### src/rtl/thor2021_mcop_ctrl_pkg.sv
// rtl/thor2021_mcop_ctrl_pkg.sv - shared types and constants for the Thor2021 multi-cycle op sequencer
package thor2021_mcop_ctrl_pkg;

  // Sequencer states: waiting for an op, multiply in progress, divide in progress, writeback strobe
  typedef enum logic [1:0] {
    IDLE = 2'd0,
    MUL  = 2'd1,
    DIV  = 2'd2,
    WB   = 2'd3
  } mcop_state_t;

  // Operand signedness encodings shared with the multiplier and divider
  localparam logic [1:0] MC_UNS = 2'b00;
  localparam logic [1:0] MC_SGN = 2'b01;
  localparam logic [1:0] MC_SU  = 2'b10;

endpackage

### src/rtl/thor2021_mcop_ctrl.sv
// rtl/thor2021_mcop_ctrl.sv - sequencer for multi-cycle multiply/divide with stall and writeback strobe
module thor2021_mcop_ctrl
  import thor2021_mcop_ctrl_pkg::*;
#(
  parameter int WID         = 64,
  parameter int MUL_LAT     = 3,
  parameter int DIV_TIMEOUT = 80
) (
  input  logic             clk_i,
  input  logic             rst_ni,
  input  logic             flush_i,
  input  logic             issue_i,
  input  logic             mulall_i,
  input  logic             divall_i,
  input  logic [1:0]       sgn_i,
  input  logic             hi_i,
  input  logic             useimm_i,
  input  logic [WID-1:0]   a_i,
  input  logic [WID-1:0]   b_i,
  input  logic [WID-1:0]   imm_i,
  input  logic [5:0]       Rt_i,
  output logic             busy_o,
  output logic             mul_ld_o,
  output logic [WID-1:0]   mul_a_o,
  output logic [WID-1:0]   mul_b_o,
  output logic [1:0]       mul_sgn_o,
  input  logic [2*WID-1:0] mul_prod_i,
  output logic             div_ld_o,
  output logic [WID-1:0]   div_a_o,
  output logic [WID-1:0]   div_b_o,
  output logic [1:0]       div_sgn_o,
  input  logic             div_done_i,
  input  logic [WID-1:0]   div_q_i,
  output logic             res_v_o,
  output logic [WID-1:0]   res_o,
  output logic [5:0]       res_Rt_o,
  output logic             dbz_o,
  output logic             tmo_o
);

  localparam int CW = $clog2(DIV_TIMEOUT + 1);

  mcop_state_t    state_q, state_d;
  logic [CW-1:0]  cnt_q, cnt_d;
  logic           first_q, first_d;
  logic [WID-1:0] a_q, a_d;
  logic [WID-1:0] b_q, b_d;
  logic [1:0]     sgn_q, sgn_d;
  logic           hi_q, hi_d;
  logic [5:0]     rt_q, rt_d;
  logic [WID-1:0] res_q, res_d;
  logic           dbz_q, dbz_d;
  logic           tmo_q, tmo_d;
  logic           mul_ld, div_ld;
  logic [WID-1:0] b_eff;
  logic           accept;

  assign b_eff  = useimm_i ? imm_i : b_i;
  // Exactly one of multiply/divide must be flagged; flush always wins over a new issue
  assign accept = issue_i && !flush_i && (mulall_i ^ divall_i);

  // Next-state, counter and operand/result capture; flush overrides everything at the end
  always_comb begin
    state_d = state_q;
    cnt_d   = cnt_q;
    first_d = first_q;
    a_d     = a_q;
    b_d     = b_q;
    sgn_d   = sgn_q;
    hi_d    = hi_q;
    rt_d    = rt_q;
    res_d   = res_q;
    dbz_d   = dbz_q;
    tmo_d   = tmo_q;
    mul_ld  = 1'b0;
    div_ld  = 1'b0;
    case (state_q)
      IDLE: begin
        if (accept) begin
          a_d     = a_i;
          b_d     = b_eff;
          sgn_d   = sgn_i;
          hi_d    = hi_i;
          rt_d    = Rt_i;
          cnt_d   = '0;
          dbz_d   = 1'b0;
          tmo_d   = 1'b0;
          first_d = 1'b1;
          if (mulall_i) begin
            state_d = MUL;
          end else if (b_eff == '0) begin
            // Divide by zero never reaches the divider
            res_d   = '1;
            dbz_d   = 1'b1;
            first_d = 1'b0;
            state_d = WB;
          end else begin
            state_d = DIV;
          end
        end
      end
      MUL: begin
        if (first_q) begin
          // Count starts at the load pulse so capture lands MUL_LAT cycles later
          mul_ld  = 1'b1;
          first_d = 1'b0;
          cnt_d   = CW'(MUL_LAT - 1);
        end else if (cnt_q == '0) begin
          res_d   = hi_q ? mul_prod_i[2*WID-1:WID] : mul_prod_i[WID-1:0];
          state_d = WB;
        end else begin
          cnt_d = cnt_q - CW'(1);
        end
      end
      DIV: begin
        div_ld  = first_q;
        first_d = 1'b0;
        if (div_done_i) begin
          res_d   = div_q_i;
          state_d = WB;
        end else if (cnt_q == CW'(DIV_TIMEOUT - 1)) begin
          res_d   = '0;
          tmo_d   = 1'b1;
          state_d = WB;
        end else begin
          cnt_d = cnt_q + CW'(1);
        end
      end
      WB: begin
        state_d = IDLE;
      end
      default: begin
        state_d = IDLE;
      end
    endcase
    if (flush_i) begin
      state_d = IDLE;
      first_d = 1'b0;
      mul_ld  = 1'b0;
      div_ld  = 1'b0;
    end
  end

  // State, counter and latched operands/results
  always_ff @(posedge clk_i or negedge rst_ni) begin
    if (!rst_ni) begin
      state_q <= IDLE;
      cnt_q   <= '0;
      first_q <= 1'b0;
      a_q     <= '0;
      b_q     <= '0;
      sgn_q   <= MC_UNS;
      hi_q    <= 1'b0;
      rt_q    <= '0;
      res_q   <= '0;
      dbz_q   <= 1'b0;
      tmo_q   <= 1'b0;
    end else begin
      state_q <= state_d;
      cnt_q   <= cnt_d;
      first_q <= first_d;
      a_q     <= a_d;
      b_q     <= b_d;
      sgn_q   <= sgn_d;
      hi_q    <= hi_d;
      rt_q    <= rt_d;
      res_q   <= res_d;
      dbz_q   <= dbz_d;
      tmo_q   <= tmo_d;
    end
  end

  assign busy_o    = (state_q != IDLE);
  assign mul_ld_o  = mul_ld;
  assign div_ld_o  = div_ld;
  assign mul_a_o   = a_q;
  assign mul_b_o   = b_q;
  assign mul_sgn_o = sgn_q;
  assign div_a_o   = a_q;
  assign div_b_o   = b_q;
  assign div_sgn_o = sgn_q;
  assign res_v_o   = (state_q == WB);
  assign res_o     = res_q;
  assign res_Rt_o  = rt_q;
  assign dbz_o     = (state_q == WB) && dbz_q;
  assign tmo_o     = (state_q == WB) && tmo_q;

endmodule

### config.mk
export PLATFORM = sky130hd
export DESIGN_NAME = thor2021_mcop_ctrl
export DESIGN_NICKNAME = d
export VERILOG_FILES = /design/src/rtl/thor2021_mcop_ctrl_pkg.sv /design/src/rtl/thor2021_mcop_ctrl.sv
export SDC_FILE = /design/constraint.sdc
export NUM_CORES = 1
export LEC_CHECK = 0
export CORE_AREA = 2 2 284 286
export CTS_BUF_LIST = sky130_fd_sc_hd__clkbuf_8
export DETAILED_ROUTE_END_ITERATION = 12
export DIE_AREA = 0 0 286 288
export GPL_ROUTABILITY_DRIVEN = 1
export GPL_TIMING_DRIVEN = 0
export MAX_ROUTING_LAYER = met4
export PLACE_DENSITY = 0.39
export SYNTH_ARGS = -nofsm -noshare
export SYNTH_HDL_FRONTEND = slang
export SYNTH_SLANG_ARGS = --single-unit
export TNS_END_PERCENT = 1
### constraint.sdc
create_clock -name clk_i -period 4.8 [get_ports clk_i]
set_clock_uncertainty 0.05 [all_clocks]
set_input_delay 0.96 -clock clk_i [delete_from_list [all_inputs] [get_ports clk_i]]
set_output_delay 0.96 -clock clk_i [all_outputs]
set_load 0.05 [all_outputs]
# After elaboration in Yosys (flattened, before gate mapping)
# Cells that the tools add are included.
# totals
out_inout_bits,336
in_bits,401
register_bits,213
elab_cells,92
# op_classes
add_sub_neg,2
bitwise,1
eq_ne,18
n_reduce_logical,19
n_mux,41
# ops
op,count
two-way mux 64 bit,9
case mux 64 bit (3 select lines),1
zero test 64 bit,1
two-way mux 7 bit,5
case mux 7 bit (3 select lines),1
"!= test 2 bit, second input constant",8
two-way mux 1 bit,15
"!= test 3 bit, second input constant",5
two-way mux 2 bit,7
case mux 2 bit (4 select lines),1
AND reduction 4 bit,2
"adder 7 x 1 -> 7 bit, second input constant",1
"equality test 7 bit, second input constant",1
zero test 7 bit,1
AND reduction 7 bit,1
"subtractor 7 x 1 -> 7 bit, second input constant",1
nonzero test 3 bit,2
AND reduction 5 bit,1
"equality test 2 bit, second input constant",2
logical AND 1 bit,4
"!= test 4 bit, second input constant",1
case mux 1 bit (2 select lines),2
AND reduction 2 bit,2
nonzero test 2 bit,2
5 further kinds,5

# Logic depth before layout (Yosys ltp)
# Gate-level depths: netlist (run 1).
# depth
word_depth,7
ltp_mapped,10
mapped_depth_nobuf,8

# Worst setup path before layout (run 1)
# Ideal clock, no wire load.
# synth_timing
kind,in2out
startpoint,input port flush_i
endpoint,output port div_ld_o
path_buffers,0
required_time_ns,3.790
path_slack_ns,1.686
t_arrival_ns,2.104
cell_stages,1
cell_sequence,nor3b_1
# synth_between
elab_chain_cells,1
# synth_rtl
element,line,rtl
start: declaration,thor2021_mcop_ctrl.sv:11,"input logic flush_i,"
two-way mux 1 bit,thor2021_mcop_ctrl.sv:136,if (flush_i) begin
end: declaration,thor2021_mcop_ctrl.sv:28,"output logic div_ld_o,"
# No other way between the ends.

# Worst setup path in the final report (run 1)
# layout_timing
startpoint,register state_q[1]
endpoint,output port mul_ld_o
# layout_between
elab_chain_cells,3
# layout_rtl
element,line,rtl
start: declaration,thor2021_mcop_ctrl.sv:43,"mcop_state_t state_q, state_d;"
start signal: assignment,thor2021_mcop_ctrl.sv:159,state_q <= state_d;
equality test 2 x 1 -> 1 bit,thor2021_mcop_ctrl.sv:77,case (state_q)
two-way mux 1 bit,thor2021_mcop_ctrl.sv:77,
two-way mux 1 bit,thor2021_mcop_ctrl.sv:136,
end: declaration,thor2021_mcop_ctrl.sv:23,"output logic mul_ld_o,"
# No other way between the ends.

==> results of run 1 <==
-- metrics by stage --
step / utilization, % / TNS [ns]
3_3_place_gp: 25.8 / -1666.70
4_1_cts: 27.0 / 0
6_report: 27.0 / 0
2_1_floorplan: - / 0
5_1_grt: 27.0 / 0
3_5_place_dp: 25.8 / -45.62
-- what timing repair did --
item                                    in CTS  in global routing
pin swaps                                    0                  1
setup buffers                                0                  2
resized for setup                            1                  0
endpoints found under the setup margin       1                 42
-- registers in the layout, indices dropped and copies added, names as in the netlist --
signal,count
res_o,64
first_q,1
div_sgn_o,2
dbz_q,1
div_a_o,64
hi_q,1
state_q,2
tmo_q,1
res_Rt_o,6
cnt_q,7
div_b_o,64
-- synthesized netlist by cell type, types with 2 or more instances --
library cell	instances	area [sq um]
clkbuf_1	54	203
nor2b_1	2	12.5
nor3b_1	2	15.0
nand3_1	71	355
buf_4	130	976
nand2_1	203	762
inv_1	12	45.0
mux2i_1	65	651
xor2_1	3	26.3
xnor2_1	4	35.0
ha_1	6	75.1
buf_6	7	78.8
and2_1	3	18.8
nor3_1	2	10.0
nor2_1	5	18.8
nor4_1	35	219
a211o_1	2	17.5
o21ai_0	74	370
dfrtp_1	213	5330
mux2_1	4	45.0
a22o_1	3	26.3
a21oi_1	6	30.0
buf_1	8	30.0
mux2_2	198	2230
nand4_1	9	56.3
-- logic make-up (layout without fill, tap and decap cells) --
| family | Yosys count | count (layout) | synth area share (%) |
|---|---|---|---|
| simple gates | 340 | 340 | 13.0 |
| buf+inv | 211 | 1028 | 11.3 |
| xor+xnor | 7 | 7 | 0.518 |
| fa+ha+maj | 6 | 6 | 0.635 |
| compound gates | 98 | 98 | 4.78 |
| other cells | 0 | 7 | 0 |
| flops | 213 | 213 | 45.1 |
| mux | 267 | 267 | 24.7 |
-- worst max-delay path, delay by kind of cell (launching register included) --
kind / cells / cell delay, ns
buffers and inverters: 4 / 1.78
adders and majority gates: 1 / 0.32
and+or+nand+nor: 1 / 0.24
DFF: 1 / 0.42
-- placed cells by master (no fill, tap or decap), drive strengths merged, types with 7 or more instances in the layout --
| cell type | instances |
|---|---|
| nand3 | 71 |
| nor4 | 35 |
| diode | 7 |
| o21ai | 74 |
| mux2i | 65 |
| nand4 | 9 |
| dfrtp | 213 |
| clkbuf | 110 |
| nand2 | 203 |
| clkdlybuf4s50 | 735 |
| mux2 | 202 |
| inv | 29 |
| buf | 150 |
-- report_power, final --
group | switching [mW] | internal [mW]
clock network | 0.897 | 1.09
registers | 0.757 | 2.54
logic | 6.35 | 3.84
-- metal layers --
layer  global-route usage [%]  wire length [um]
met1                     18.7             27100
met3                     2.96              2970
met2                     26.4             33000
met4                     3.64              1130
met5                        -                 0
-- path summary, 6_finish.rpt --
kind / startpoint / endpoint / cells after the start
min in group clk_i: dbz_q / dbz_q / 2
setup reg to reg: state_q[0] / div_b_o[61] / 10
hold reg to reg: dbz_q / dbz_q / 2
hold / removal: rst_ni / div_b_o[26] / 1
setup / recovery: state_q[1] / mul_ld_o / 6
max in group asynchronous: rst_ni / res_o[52] / 2
-- area by class of cell --
type	count	area, sq um
fill	8522	58100
timing repair buffer	740	7450
sequential	213	5330
multi-input combinational	718	5170
tap	1060	1330
buffer	199	1290
clock buffer	56	771
clock inverter	21	119
inverter	12	45.0
antenna	7	17.5
==> impl_results.md, run 1 <==
- Reg2Reg Setup Slack: 0.80 ns
- Placed Instances: 2940
- Design Area, Final: 21500 sq um
- Post-synth EDFFs: 0
- Yosys warnings: 0
- Slew HR: 28.1%
- CTS Sinks: 213
- Crit-path cells: inv_1 > ha_1 > clkbuf_2 > buf_1 > and3b_1 > clkdlybuf4s50_1
- Hold Path Class: in2async
- Slew @ Worst Pin: 1.08 ns
- Status: finished, final reports clean
- RePlAce Congestion: 0.871
- DP Worst Slack: -0.625 ns
- DR vias/cell: 3.82
- Unrepaired setup endpoints after global routing: false
- Die Width: 286 um
- Num rows: 104
- Hold Buf Count CTS: 0
- Worst skew pair latency: 0.61 ns
- TritonCTS clock tree: yes
- Syn_area_per_cell: 10.4 sq um
- Nets: 2337
- Fin. Hold Viols: 0
- Vias in the first global route: 12600
- Syn_nets: 1549
- Synth Register Bits: 213
- Critical Path End Type: output port
- Max-Cap Viols: 0
- Total CTS buffers: 46
- Critical Path Start Type: register
- Final setup vio count: 0
- Period utilization: 91.4%
- Top-Level Pins: 737
- WP data required: 3.79 ns
- 1st-iter DRT viols: 406
- Hold Worst Slack: 0.133 ns
- Leak pwr: 8.44 nW
- Total vias in the final route: 11600
- PD cells: 719 nW/um^2
- Minimum clock period after layout: 4.39 ns
- # H-tree levels: 2
- Global route total overflow: 0
- CP max-delay cell: clkdlybuf4s50_1
- Most frequently used flop master after synthesis: dfrtp_1
- Sequential fraction of the synthesis area: 45.1%
- Placement Cell Area: 20600 sq um
- Clock Root Buffer: clkbuf_8
- Worst VDD drop: 511 uV
- Average wire per standard cell: 21.2 um
- Die ar.: 82400 sq um
- Layout cell share with drive strength beyond 1: 20.7%
- Critical Path AT: 3.38 ns
- First-pass iteration count of the detailed router: 5
- Finished Layout Cells: 3026
- Setup WS post-layout: 0.415 ns
- Crit Path Class: reg2out
- I/O Buffers: 736
- Hpwl dp: 53200 um
- Antenna viol nets, final: 0
- Crit-path max cell delay: 0.82 ns
- Power Total: 15.5 mW
- Initial cell density of the core: 14.9%
- Clock Pin Slew Worst Setup and Hold Paths: 0.06 ns
- F_max: 228 MHz
- Mapped Cells: 1142
- Core region area: 79600 sq um
- Antenna violations before repair: 9
- Netlist cell types: 46
- First-pass GRT wire length: 89400 um
- Cell Area, Synth: 11800 sq um
- Async SR Flop Fraction: 100%
- Final wirelength: 64200 um
- Worst Path Max Fanout: 10
- Largest net degree at the start of global routing: 108
- Clock Path Buffers: 3
- Die H: 288 um
- DRC Markers: 0
- Max Slew Vio Count: 0
- GRT Util Overall: 15.4%
- Area Overhead vs Synth: 81.9%
Note: power is estimated with default switching activity, not from simulation.
==> inputs of run 2 (changes only) <==
- HOLD_SLACK_MARGIN: not set -> 0.08
==> run 2 against run 1 <==
Net effect: utilization hardly changed; non-clock buffer count up 1; largest power group unchanged; critical path depth unchanged; global-route usage is the same; clock-buffer cell count is the same; final cell count about the same; combinational power about the same; maximum frequency barely moved; critical path type unchanged; largest cell class unchanged; sequential power hardly changed.
==> impl_results.md, run 2 (synthesis results as in run 1) <==
- Status: finished, final reports clean
- Top-Level Pins: 737
- Num rows: 104
- Crit-path cells: inv_1 > ha_1 > clkbuf_2 > buf_1 > and3b_1 > clkdlybuf4s50_1
- Antenna violations before repair: 9
- First-pass iteration count of the detailed router: 5
- Leak pwr: 8.44 nW
- Buf/Inv on CP: 4
- DRC Markers: 0
- Finished Layout Cells: 3027
- Most frequent cells in the layout: clkdlybuf4s50_1, dfrtp_1, nand2_1
- TritonCTS clock tree: yes
- Clock Path Buffers: 3
- Total vias in the final route: 11600
- Fin. Hold Viols: 0
- Setup WS post-layout: 0.412 ns
- Crit Path Class: reg2out
- Die H: 288 um
- Clock Pin Slew Worst Setup and Hold Paths: 0.05 ns
- Die Width: 286 um
- Average wire per standard cell: 21.2 um
- WP data required: 3.79 ns
- R2R Path End: div_b_o[61]
- GRT Util Overall: 15.4%
- Critical Path AT: 3.38 ns
- Core region area: 79600 sq um
- Placed Instances: 2940
- Kind of cell adding the most delay to the critical path: buffers and inverters
- Reg2Reg Setup Slack: 0.84 ns
- RePlAce Congestion: 0.871
- Critical Path Start Type: register
- Max-Cap Viols: 0
- Area Overhead vs Synth: 82.0%
- Largest net degree at the start of global routing: 108
- Crit-path max cell delay: 0.81 ns
- End of the critical path: mul_ld_o
- PD cells: 719 nW/um^2
- Final Util: 27.0%
- Antenna viol nets, final: 0
- First-pass GRT wire length: 89400 um
- Slew @ Worst Pin: 1.10 ns
- Reg2Reg Launch Point: state_q[0]
- Layout cell share with drive strength beyond 1: 20.7%
- DP Worst Slack: -0.625 ns
- F_max: 228 MHz
- Worst skew pair latency: 0.61 ns
- Total CTS buffers: 46
- Setup crit start: state_q[1]
- Fillers: 8524
- 1st-iter DRT viols: 421
- Final wirelength: 64300 um
- Worst Path Max Fanout: 10
- Max Slew Vio Count: 0
- Global route total overflow: 0
- # H-tree levels: 2
- Vias in the first global route: 12600
- Worst VDD drop: 511 uV
- Slew HR: 26.7%
- CP max-delay cell: clkdlybuf4s50_1
- Total Negative Setup Slacks: 0 ns
- Period utilization: 91.4%
- Power Total: 15.5 mW
- Unrepaired setup endpoints after global routing: false
- Initial cell density of the core: 14.9%
- Final setup vio count: 0
- Clock Root Buffer: clkbuf_8
- Nets: 2338
- I/O Buffers: 736
- Commonest non-fill, non-tap cell in the layout: clkdlybuf4s50_1
- Die ar.: 82400 sq um
- R2R depth: 10
- Minimum clock period after layout: 4.39 ns
- WP depth: 6
- CTS Sinks: 213
- Hold Path Class: reg2reg
- Hpwl dp: 53200 um
- DR vias/cell: 3.83
- Critical Path End Type: output port
run 2: cell types whose count changed in the layout (fill, tap and decap cells not counted), sizes merged:
cell	before	now
dlygate4sd3	0	1
run 2: how the worst min path moves through the flow:
stage	from	end	slack (ns)	cells past startpoint
after global placement	res_o[40]	res_o[40]	0.42	1
final	dbz_q	dbz_q	0.43	2
after floorplan	dbz_q	dbz_q	0.39	2
after CTS	dbz_q	dbz_q	0.44	2
after global routing	dbz_q	dbz_q	0.45	2
after detailed placement	dbz_q	dbz_q	0.43	2
run 2: repair_timing:
action,4_1_cts,5_1_grt
endpoints found under the setup margin,1,42
setup buffers,0,2
hold buffers,1,0
resized for setup,1,0
endpoints found under the hold margin,16,0
pin swaps,0,1
run 2: where the power goes:
| part | switching (mW) | total, mW | internal, mW |
|---|---|---|---|
| sequential | 0.758 | 3.30 | 2.54 |
| combinational | 6.35 | 10.2 | 3.84 |
| clock | 0.898 | 1.99 | 1.09 |
| total | 8.01 | 15.5 | 7.48 |
run 2: final cells by class:
class / count / area, sq um / share of cell area (%)
diodes: 7 / 17.5 / 0.0814
plain buffers: 199 / 1290 / 5.99
clock buffers: 56 / 771 / 3.58
clock inverters: 21 / 119 / 0.552
inverters: 12 / 45.0 / 0.209
multi-input cells: 718 / 5170 / 24.0
flip-flops and latches: 213 / 5330 / 24.8
well taps: 1060 / 1330 / 6.16
repair buffers: 741 / 7460 / 34.7
run 2: metrics by stage:
stage	cell area [sq um]	hold slack, ns
after global routing	21500	0.447
final	21500	0.429
after CTS	21500	0.440
after global placement	20500	0.422
after floorplan	11800	0.392
after detailed placement	20600	0.427
run 2: tightest hold or removal path, cell delays in order, from the launching register on:
cell and delay (ns):
dfrtp_1 0.33, nand2_1 0.05, o21ai_0 0.06
run 2: routing by layer:
| layer | GRT usage [%] | part of all wire, % | wire, um |
|---|---|---|---|
| met5 | - | 0 | 0 |
| met3 | 2.96 | 5.1 | 3290 |
| met4 | 3.64 | 1.8 | 1130 |
| met2 | 26.4 | 51 | 33100 |
| met1 | 18.7 | 42 | 26800 |
